**src/rtl/ob_pkg.sv**
```systemverilog
// Shared types for the order-book command scheduler: op codes, scheduler
// states and the command record seen by the orderbook.
package ob_pkg;

    localparam int DEF_NUM_REQ       = 4;
    localparam int DEF_DATA_SIZE     = 64;
    localparam int DEF_FIFO_SIZE     = 64;
    localparam int DEF_PRICE_LEVELS  = 256;
    localparam int DEF_MAX_QUEUES    = 1024;
    localparam int DEF_MATCH_TIMEOUT = 255;

    localparam int OB_IDX_W   = $clog2(DEF_FIFO_SIZE);
    localparam int OB_PRICE_W = $clog2(DEF_PRICE_LEVELS);
    localparam int OB_QID_W   = $clog2(DEF_MAX_QUEUES);

    typedef enum logic [2:0] {
        OP_IDLE   = 3'b000,
        OP_ADD    = 3'b100,
        OP_MATCH  = 3'b101,
        OP_REMOVE = 3'b110,
        OP_MODIFY = 3'b111
    } ob_op_e;

    typedef enum logic {
        IDLE       = 1'b0,
        MATCH_WAIT = 1'b1
    } sched_state_e;

    typedef struct packed {
        ob_op_e                  op;
        logic                    side;
        logic [OB_PRICE_W-1:0]   price;
        logic [OB_QID_W-1:0]     q_index;
        logic [OB_IDX_W-1:0]     index;
        logic [DEF_DATA_SIZE-1:0] data;
    } ob_cmd_t;

    // Every forwardable op has the top bit set; 001/010/011 are malformed.
    function automatic logic op_is_legal(input logic [2:0] op);
        return op[2];
    endfunction

endpackage

```
**src/rtl/ob_cmd_sched_rr_arbiter.sv**
```systemverilog
// Combinational round-robin arbiter: the first requester at or after ptr
// (wrapping N-1 -> 0) wins.
module rr_arbiter #(
    parameter int N    = 4,
    parameter int ID_W = $clog2(N)
) (
    input  logic [N-1:0]    req,
    input  logic [ID_W-1:0] ptr,
    output logic [N-1:0]    grant,
    output logic [ID_W-1:0] grant_idx
);

    always_comb begin
        int   w_j;
        logic w_found;
        grant     = '0;
        grant_idx = '0;
        w_found   = 1'b0;
        w_j       = 0;
        for (int k = 0; k < N; k++) begin
            w_j = int'(ptr) + k;
            if (w_j >= N) begin
                w_j = w_j - N;
            end
            if (!w_found && req[w_j]) begin
                w_found      = 1'b1;
                grant[w_j]   = 1'b1;
                grant_idx    = ID_W'(w_j);
            end
        end
    end

endmodule

```
**src/rtl/ob_cmd_sched.sv**
```systemverilog
// Round-robin scheduler feeding the single orderbook command port; holds all
// traffic off while a match op is being processed by the orderbook.
module ob_cmd_sched
    import ob_pkg::*;
#(
    parameter int NUM_REQ       = DEF_NUM_REQ,
    parameter int DATA_SIZE     = DEF_DATA_SIZE,
    parameter int FIFO_SIZE     = DEF_FIFO_SIZE,
    parameter int PRICE_LEVELS  = DEF_PRICE_LEVELS,
    parameter int MAX_QUEUES    = DEF_MAX_QUEUES,
    parameter int MATCH_TIMEOUT = DEF_MATCH_TIMEOUT,
    localparam int IDX_W   = $clog2(FIFO_SIZE),
    localparam int PRICE_W = $clog2(PRICE_LEVELS),
    localparam int QID_W   = $clog2(MAX_QUEUES),
    localparam int ID_W    = $clog2(NUM_REQ)
) (
    input  logic                         clk,
    input  logic                         reset,
    input  logic [NUM_REQ-1:0]           req_valid,
    output logic [NUM_REQ-1:0]           req_ready,
    input  logic [NUM_REQ*3-1:0]         req_op_flag,
    input  logic [NUM_REQ-1:0]           req_side,
    input  logic [NUM_REQ*PRICE_W-1:0]   req_price,
    input  logic [NUM_REQ*QID_W-1:0]     req_q_index,
    input  logic [NUM_REQ*IDX_W-1:0]     req_index,
    input  logic [NUM_REQ*DATA_SIZE-1:0] req_data,
    input  logic                         ob_busy,
    output logic [2:0]                   ob_op_flag,
    output logic                         ob_side,
    output logic [PRICE_W-1:0]           ob_price,
    output logic [QID_W-1:0]             ob_q_index,
    output logic [IDX_W-1:0]             ob_index,
    output logic [DATA_SIZE-1:0]         ob_data,
    output logic [ID_W-1:0]              grant_id,
    output logic                         sched_busy,
    output logic                         bad_op,
    output logic                         match_timeout
);

    localparam int WC_W = $clog2(MATCH_TIMEOUT + 1);
    localparam logic [WC_W-1:0] WC_MAX   = WC_W'(MATCH_TIMEOUT);
    localparam logic [ID_W-1:0] LAST_REQ = ID_W'(NUM_REQ - 1);

    sched_state_e          r_state;
    logic [ID_W-1:0]       r_rr_ptr;
    logic [WC_W-1:0]       r_wait_cnt;
    logic [2:0]            r_op;
    logic                  r_side;
    logic [PRICE_W-1:0]    r_price;
    logic [QID_W-1:0]      r_q_index;
    logic [IDX_W-1:0]      r_index;
    logic [DATA_SIZE-1:0]  r_data;
    logic [ID_W-1:0]       r_grant_id;
    logic                  r_bad_op;

    logic [NUM_REQ-1:0]    w_eff;
    logic [NUM_REQ-1:0]    w_grant;
    logic [ID_W-1:0]       w_win;
    logic [ID_W-1:0]       w_next_ptr;
    logic                  w_can_accept;
    logic                  w_accept;
    logic                  w_release;
    logic                  w_timeout;
    logic [2:0]            w_sel_op;
    logic                  w_sel_side;
    logic [PRICE_W-1:0]    w_sel_price;
    logic [QID_W-1:0]      w_sel_q_index;
    logic [IDX_W-1:0]      w_sel_index;
    logic [DATA_SIZE-1:0]  w_sel_data;

    // Op 000 is "nothing to send" even when valid is high, so it never competes.
    always_comb begin
        w_eff = '0;
        for (int i = 0; i < NUM_REQ; i++) begin
            w_eff[i] = req_valid[i] && (req_op_flag[i*3 +: 3] != OP_IDLE);
        end
    end

    rr_arbiter #(
        .N    (NUM_REQ),
        .ID_W (ID_W)
    ) u_rr_arbiter (
        .req       (w_eff),
        .ptr       (r_rr_ptr),
        .grant     (w_grant),
        .grant_idx (w_win)
    );

    // Gating with reset keeps ready low for the whole time reset is held.
    assign w_can_accept = reset && (r_state == IDLE) && !ob_busy;
    assign req_ready    = w_can_accept ? w_grant : '0;
    assign w_accept     = |req_ready;
    assign w_next_ptr   = (w_win == LAST_REQ) ? '0 : (w_win + 1'b1);

    always_comb begin
        w_sel_op      = req_op_flag[int'(w_win)*3 +: 3];
        w_sel_side    = req_side[w_win];
        w_sel_price   = req_price[int'(w_win)*PRICE_W +: PRICE_W];
        w_sel_q_index = req_q_index[int'(w_win)*QID_W +: QID_W];
        w_sel_index   = req_index[int'(w_win)*IDX_W +: IDX_W];
        w_sel_data    = req_data[int'(w_win)*DATA_SIZE +: DATA_SIZE];
    end

    // The first MATCH_WAIT cycle always waits, since ob_busy lags the 101 by a cycle.
    assign w_release = (r_state == MATCH_WAIT) && (r_wait_cnt != '0) && !ob_busy;
    assign w_timeout = (r_state == MATCH_WAIT) && !w_release && (r_wait_cnt == WC_MAX);

    always_ff @(posedge clk or negedge reset) begin
        if (!reset) begin
            r_state    <= IDLE;
            r_rr_ptr   <= '0;
            r_wait_cnt <= '0;
            r_op       <= OP_IDLE;
            r_side     <= 1'b0;
            r_price    <= '0;
            r_q_index  <= '0;
            r_index    <= '0;
            r_data     <= '0;
            r_grant_id <= '0;
            r_bad_op   <= 1'b0;
        end else begin
            r_op     <= OP_IDLE;
            r_bad_op <= 1'b0;
            case (r_state)
                IDLE: begin
                    if (w_accept) begin
                        r_rr_ptr   <= w_next_ptr;
                        r_grant_id <= w_win;
                        r_side     <= w_sel_side;
                        r_price    <= w_sel_price;
                        r_q_index  <= w_sel_q_index;
                        r_index    <= w_sel_index;
                        r_data     <= w_sel_data;
                        r_op       <= op_is_legal(w_sel_op) ? w_sel_op : OP_IDLE;
                        r_bad_op   <= !op_is_legal(w_sel_op);
                        if (w_sel_op == OP_MATCH) begin
                            r_state    <= MATCH_WAIT;
                            r_wait_cnt <= '0;
                        end
                    end
                end
                MATCH_WAIT: begin
                    if (r_wait_cnt != WC_MAX) begin
                        r_wait_cnt <= r_wait_cnt + 1'b1;
                    end
                    if (w_release || w_timeout) begin
                        r_state <= IDLE;
                    end
                end
                default: r_state <= IDLE;
            endcase
        end
    end

    assign ob_op_flag    = r_op;
    assign ob_side       = r_side;
    assign ob_price      = r_price;
    assign ob_q_index    = r_q_index;
    assign ob_index      = r_index;
    assign ob_data       = r_data;
    assign grant_id      = r_grant_id;
    assign sched_busy    = (r_state == MATCH_WAIT);
    assign bad_op        = r_bad_op;
    assign match_timeout = w_timeout;

endmodule

```
**config.mk**
```make
export PLATFORM = sky130hd
export DESIGN_NAME = ob_cmd_sched
export DESIGN_NICKNAME = d
export VERILOG_FILES = /design/src/rtl/ob_pkg.sv /design/src/rtl/ob_cmd_sched_rr_arbiter.sv /design/src/rtl/ob_cmd_sched.sv
export SDC_FILE = /design/constraint.sdc
export NUM_CORES = 1
export LEC_CHECK = 0
export BUFFER_PORTS_ARGS = -buffer_cell sky130_fd_sc_hd__buf_4
export CORE_AREA = 2 2 187 189
export CTS_BUF_LIST = sky130_fd_sc_hd__clkbuf_4
export CTS_CLUSTER_SIZE = 8
export DETAILED_ROUTE_END_ITERATION = 16
export DIE_AREA = 0 0 189 191
export PLACE_DENSITY = 0.53
export SYNTH_ARGS = -nofsm -noshare
export SYNTH_HDL_FRONTEND = slang
export SYNTH_HIERARCHICAL = 1
export SYNTH_SLANG_ARGS = --single-unit
export TNS_END_PERCENT = 50
```
**constraint.sdc**
```tcl
create_clock -name clk -period 4.7 [get_ports clk]
set_clock_uncertainty 0.2 [all_clocks]
set_input_delay 0.47 -clock clk [delete_from_list [all_inputs] [get_ports clk]]
set_output_delay 0.47 -clock clk [all_outputs]
set_load 0.01 [all_outputs]
```
Yosys cells after proc, flatten, opt, wreduce, memory -nomap -nowiden
Index checks and enable logic that the tools add are counted.

Flip-flop bits (word level): 106. Input bits: 375. Output and inout port bits: 101.

Add/sub/neg operators: 9. Multipliers: 3. Order comparisons: 13. Eq/ne operators: 7. Shifts and indexed selects: 5. Muxes and demuxes: 52. Bitwise operators: 4. Reductions and logical operators: 32.

Operators by type and width (number): 256-bit by 9-bit variable part select with 64-bit output (1); 32-bit by 1-bit >= comparator with 1-bit output (second input constant) (4); 32-bit by 4-bit < comparator with 1-bit output (second input constant) (4); 32-bit 2-to-1 mux (4); 32-bit by 4-bit >= comparator with 1-bit output (second input constant) (3); 32-bit by 4-bit subtractor with 32-bit output (second input constant) (3); 40-bit by 7-bit variable part select with 10-bit output (1); 32-bit by 6-bit variable part select with 8-bit output (1); 8-bit 2-to-1 mux (3); 24-bit by 6-bit variable part select with 6-bit output (1); 1-bit 2-to-1 mux (21); 4-bit 2-to-1 mux (5); 1-bit logical AND (17); 8-bit case mux with 2 select lines (1); 4-bit OR (3); 3-bit nonzero test (4); 12-bit by 5-bit variable part select with 3-bit output (1); 1-bit binary-select mux with 2-bit select (5); 2-bit 2-to-1 mux (5); 3-bit 2-to-1 mux (3); 8-bit by 1-bit adder with 8-bit output (second input constant) (1); 1-bit demux with 2-bit select (4); 8-bit == test (second input constant) (1); 2-bit by 2-bit multiplier with 4-bit output (second input constant) (2); 20 further kinds (27).

Longest topological paths before layout
Word-level depth: 21. Mapped depth: 14. Gate-level depth less buffers: 11.

By module
The synthesis kept the hierarchy.

Modules (own cells, without submodules): ob_cmd_sched (times used 1, cells each 584, area an instance 6493.7 um^2); rr_arbiter (times used 1, cells each 49, area an instance 456.7 um^2).

Worst setup path after synthesis
Ideal clock, no wire load.

Path type: register -> register. From: reg r_rr_ptr[0]. To: reg r_data[33], in the netlist ob_data[33]. Arrival time: 3.308 ns. Data required time: 4.383 ns. Path slack: 1.075 ns. Stages on the path, launching flop included: 14. Path buffers: 3. Period minus slack after synthesis: 3.625 ns. Cell sequence: dfrtp_1 > buf_2 > inv_1 > ha_1 > mux4_2 > nor2b_4 > o21ai_1 > and3_1 > o22ai_1 > buf_2 > buf_1 > mux4_2 > nand2_1 > nand2_1.

Elaborated cells on any way between the ends: 71. Those cells by class: add/sub (7); order compare (12); shift (1); mux (36); bitwise (3); reduce/logical (12).

RTL lines: start, declared (RTL line ob_cmd_sched.sv:45) `logic [ID_W-1:0] r_rr_ptr;`; start signal, assigned (RTL line ob_cmd_sched.sv:127) `r_rr_ptr <= w_next_ptr;`; parallel branches: the longest is 14 deep, another holds 32-bit by 4-bit subtractor with 32-bit output; 2-bit 2-to-1 mux (*) (RTL line ob_cmd_sched_rr_arbiter.sv:25) `if (!w_found && req[w_j]) begin`; named net w_win[1] (RTL line ob_cmd_sched.sv:58) `logic [ID_W-1:0] w_win;`; 256-bit by 9-bit variable part select with 64-bit output (*) (RTL line ob_cmd_sched.sv:101) `w_sel_data = req_data[int'(w_win)*DATA_SIZE +: DATA_SIZE];`; end signal, assigned (RTL line ob_cmd_sched.sv:133) `r_data <= w_sel_data;`; end, declared (RTL line ob_cmd_sched.sv:52) `logic [DATA_SIZE-1:0] r_data;`.

Mark *: on every way through the listed nets, which the timed path passes. The select of a mux whose other input is x is not followed. A chain may end at the register's enable or synchronous reset.

Final worst setup path
From: reg r_rr_ptr[1]. To: reg r_data[34], in the netlist ob_data[34].

Word-level cells in the longest chain between the ends: 18. Elaborated cells on any way between the ends: 71. Those cells by class: add/sub (7); order compare (12); shift (1); mux (36); bitwise (3); reduce/logical (12).

RTL lines: parallel branches: the longest is 14 deep, another holds 32-bit by 4-bit subtractor with 32-bit output; 4-bit 2-to-1 mux (*) (RTL line ob_cmd_sched_rr_arbiter.sv:25); named net w_grant[0] (RTL line ob_cmd_sched.sv:57) `logic [NUM_REQ-1:0] w_grant;`; 4-bit 2-to-1 mux (*) (RTL line ob_cmd_sched.sv:91) `assign req_ready = w_can_accept ? w_grant : '0;`; 4-bit OR reduction (*) (RTL line ob_cmd_sched.sv:92) `assign w_accept = |req_ready;`; 2-bit AND reduction (no line) (*).

Marked as above.

==> flow_metrics.py <==
metrics = {
    "status": {
        "run_status": "finished clean",
    },
    "synthesis": {
        "synthCells": 633,
        "syn_avg_cell_area_um2": 11.0,
        "synth_edf_count": 0,
        "synth_area_leaders": "dfrtp_1 38%, mux4_2 31%, nand2_1 16%",
        "synth_common_cells": "289 x nand2_1, 106 x dfrtp_1, 95 x mux4_2, 11 x buf_6, 11 x ha_1",
        "syn_nets": 1019,
        "synth.most_common_cell": "nand2_1",
        "synth_top_area_cell": "dfrtp_1",
        "syn-cell-area_um2": 6950,
        "synth.distinct_cells": 47,
        "ys_ff_latch": 106,
        "yosys_warnings": 6,
        "synth_ff_type": "dfrtp_1",
        "synth_seq_area_share_pct": 38.2,
        "yosys.area.top_type_share_pct": 38.2,
        "async_flop_share_pct": 100,
    },
    "global_routing": {
        "track_usage_pct": 14.9,
        "overflow": 0,
        "grt_antenna_before_repair": 6,
        "grt_pass1_vias": 7114,
        "grt_max_degree": 68,
        "grt_first_pass_wirelength_um": 41000,
    },
    "sta": {
        "setup_tns_ns": 0,
        "worst_pin_slew_ns": 0.921,
        "finalSetupViolCount": 0,
        "min_period_ns": 3.87,
        "final-max-slew-violation-count": 0,
        "max_clock_freq_ghz": 0.258,
        "finalHoldViolations": 0,
        "relSlewSlack_pct": 38.2,
        "rsz0062_at_grt": "no",
        "final.period_utilization_pct": 82.4,
    },
    "critical_path": {
        "reg2reg_from": "r_rr_ptr[1]",
        "arrival_ns": 4.07,
        "critPathMaxFanout": 67,
        "crit_path_frequent_cell": "nand2_1",
        "path_depth": 10,
        "worstSetupStartpointType": "flip-flop",
        "path_delay_family": "simple AND/OR/NAND/NOR gates",
        "crit_chain": "inv_1 > ha_1 > mux4_2 > a22oi_1 > o21ai_1 > or4_4 > and2_4 > buf_4 > nand2_1 > nand2_1",
        "endpoint_kind": "flip-flop",
        "ff2ff_path_depth": 10,
        "cp.required_ns": 4.90,
        "worstSetupPathType": "flip-flop to flip-flop",
        "reg2reg_slack_ns": 0.83,
        "r2r_end": "ob_data[34]",
        "path_buf_inv": 2,
        "critPathSlowestCell": "dfrtp_1",
        "cpPeakStageDelay_ns": 0.62,
    },
    "cts": {
        "clockBufferDepth": 2,
        "cts_resized": 0,
        "cts_made_buffers": 9,
        "clk_latency_ns": 0.48,
        "tritoncts": "yes",
        "post_cts_buffers": 0,
        "root_buffer": "clkbuf_4",
        "clkSlewWorstSetupHoldPaths_ns": 0.18,
        "cts-htree-levels": 3,
        "cts.sinks": 106,
        "cts-hold-fix-buffers": 1,
    },
    "routing": {
        "wl_per_cell_um": 17.9,
        "vias": 6810,
        "antenna_left": 0,
        "firstDrtPassIters": 4,
        "drt_iter0_drc": 280,
        "drt-total-wl_um": 27800,
        "drc": 0,
        "viasPerCell": 4.39,
    },
    "hold_path": {
        "holdCritStartpoint": "ob_busy",
        "worstHoldPathType": "primary input to flip-flop",
        "hold_path_depth": 3,
        "min_to": "sched_busy",
    },
    "floorplan": {
        "dieArea_um2": 36100,
        "die_h_um": 191,
        "die_w_um": 189,
        "core_area_um2": 34100,
        "start_util_pct": 20.4,
        "rows": 68,
        "io_pins": 476,
    },
    "pwr": {
        "ir_worst_vdd_uv": 612,
        "p_per_area_nw_per_um2": 652,
        "p_leak_nw": 5.47,
    },
    "placed_design": {
        "dp_hpwl_um": 22500,
        "portBuffers": 475,
        "placed_cells": 1533,
        "gp_congestion": 0.828,
    },
    "cells_and_area": {
        "multi_input_area_um2": 3990,
        "syn2layout_area_growth_pct": 60.0,
        "ff_latch_area_um2": 2650,
        "drive_above_1_share_pct": 55.8,
        "n_fill_cell": 3569,
        "layout.cells.non_filler": 1553,
        "fin_nets": 1476,
        "fin_util_pct": 32.6,
    },
    "flow_run": {
        "maxCapViolations": 0,
    },
}
layout by cell type (no fill, tap or decap), types with 5 or more instances in the layout:
cell type  netlist  routed
a22oi_1          8       8
and2_1           6       5
buf_12           0       5
buf_4            9     484
clkbuf_4         5       9
dfrtp_1        106     106
ha_1            11      11
inv_1            7       7
mux4_2          95      95
nand2_1        289     289
o21ai_1          8       8
o22ai_1          6       5
layout make-up:
cell class | instances | area share [%]
clock buffer | 9 | 0.607
antenna | 4 | 0.0900
tap | 455 | 5.12
sequential | 106 | 23.8
inverter | 8 | 0.270
clock inverter | 6 | 0.529
timing repair buffer | 490 | 33.7
multi-input combinational | 475 | 35.9
worst max path at each step:
stage	from	to	slack (ns)
after floorplan	r_rr_ptr[0]	ob_data[33]	1.08
after global placement	r_rr_ptr[1]	r_wait_cnt[6]	0.94
after detailed placement	r_rr_ptr[1]	ob_data[34]	0.81
after CTS	r_rr_ptr[1]	ob_data[34]	0.80
after global routing	r_rr_ptr[1]	ob_q_index[2]	0.55
final	r_rr_ptr[1]	ob_data[34]	0.83
registers in the layout, indices dropped and copies added (netlist names):
register,count
grant_id,2
ob_price,8
ob_q_index,10
bad_op,1
r_wait_cnt,8
r_rr_ptr,2
ob_side,1
sched_busy,1
ob_index,6
ob_op_flag,3
ob_data,64
per-layer routing:
layer	global-route usage, %	vias to the layer above	part of all wire (%)
met4	4.21	4	1.2
met2	26.0	285	51
li1	-	3175	-
met5	0	-	0.083
met1	17.5	3330	39
met3	5.07	16	8.6
per-stage QoR:
stage	area [um2]	hold slack (ns)	total power [mW]	setup WS, ns
6_report	11100	0.102	7.26	0.829
5_1_grt	11100	0.0470	7.89	0.545
4_1_cts	11100	0.0203	7.43	0.802
3_5_place_dp	11000	0.263	6.91	0.814
3_3_place_gp	11000	0.259	6.88	0.939
2_1_floorplan	6950	-0.0256	5.18	1.08
where the power goes:
group / internal (mW) / switching (mW)
logic: 2.66 / 2.49
registers: 1.34 / 0.279
clock network: 0.156 / 0.332
total: 4.16 / 3.10
cells by family (layout without fill, tap and decap cells):
| kind of cell | after synthesis | in the layout | synth area share, % |
|---|---|---|---|
| and+or+nand+nor | 321 | 321 | 18.9 |
| DFF | 106 | 106 | 38.2 |
| muxes | 98 | 98 | 31.4 |
| buffers and inverters | 52 | 513 | 4.91 |
| AOI/OAI and AO/OA | 42 | 42 | 4.19 |
| adders and majority gates | 11 | 11 | 1.98 |
| xor gates and xnor gates | 3 | 3 | 0.378 |
| other | 0 | 4 | 0 |
tightest hold or removal path, cell delays in order:
cell      delay (ns)
buf_4           0.10
a211oi_1        0.05
o22ai_1         0.12
No activity file was read; power rests on OpenSTA's default activity.
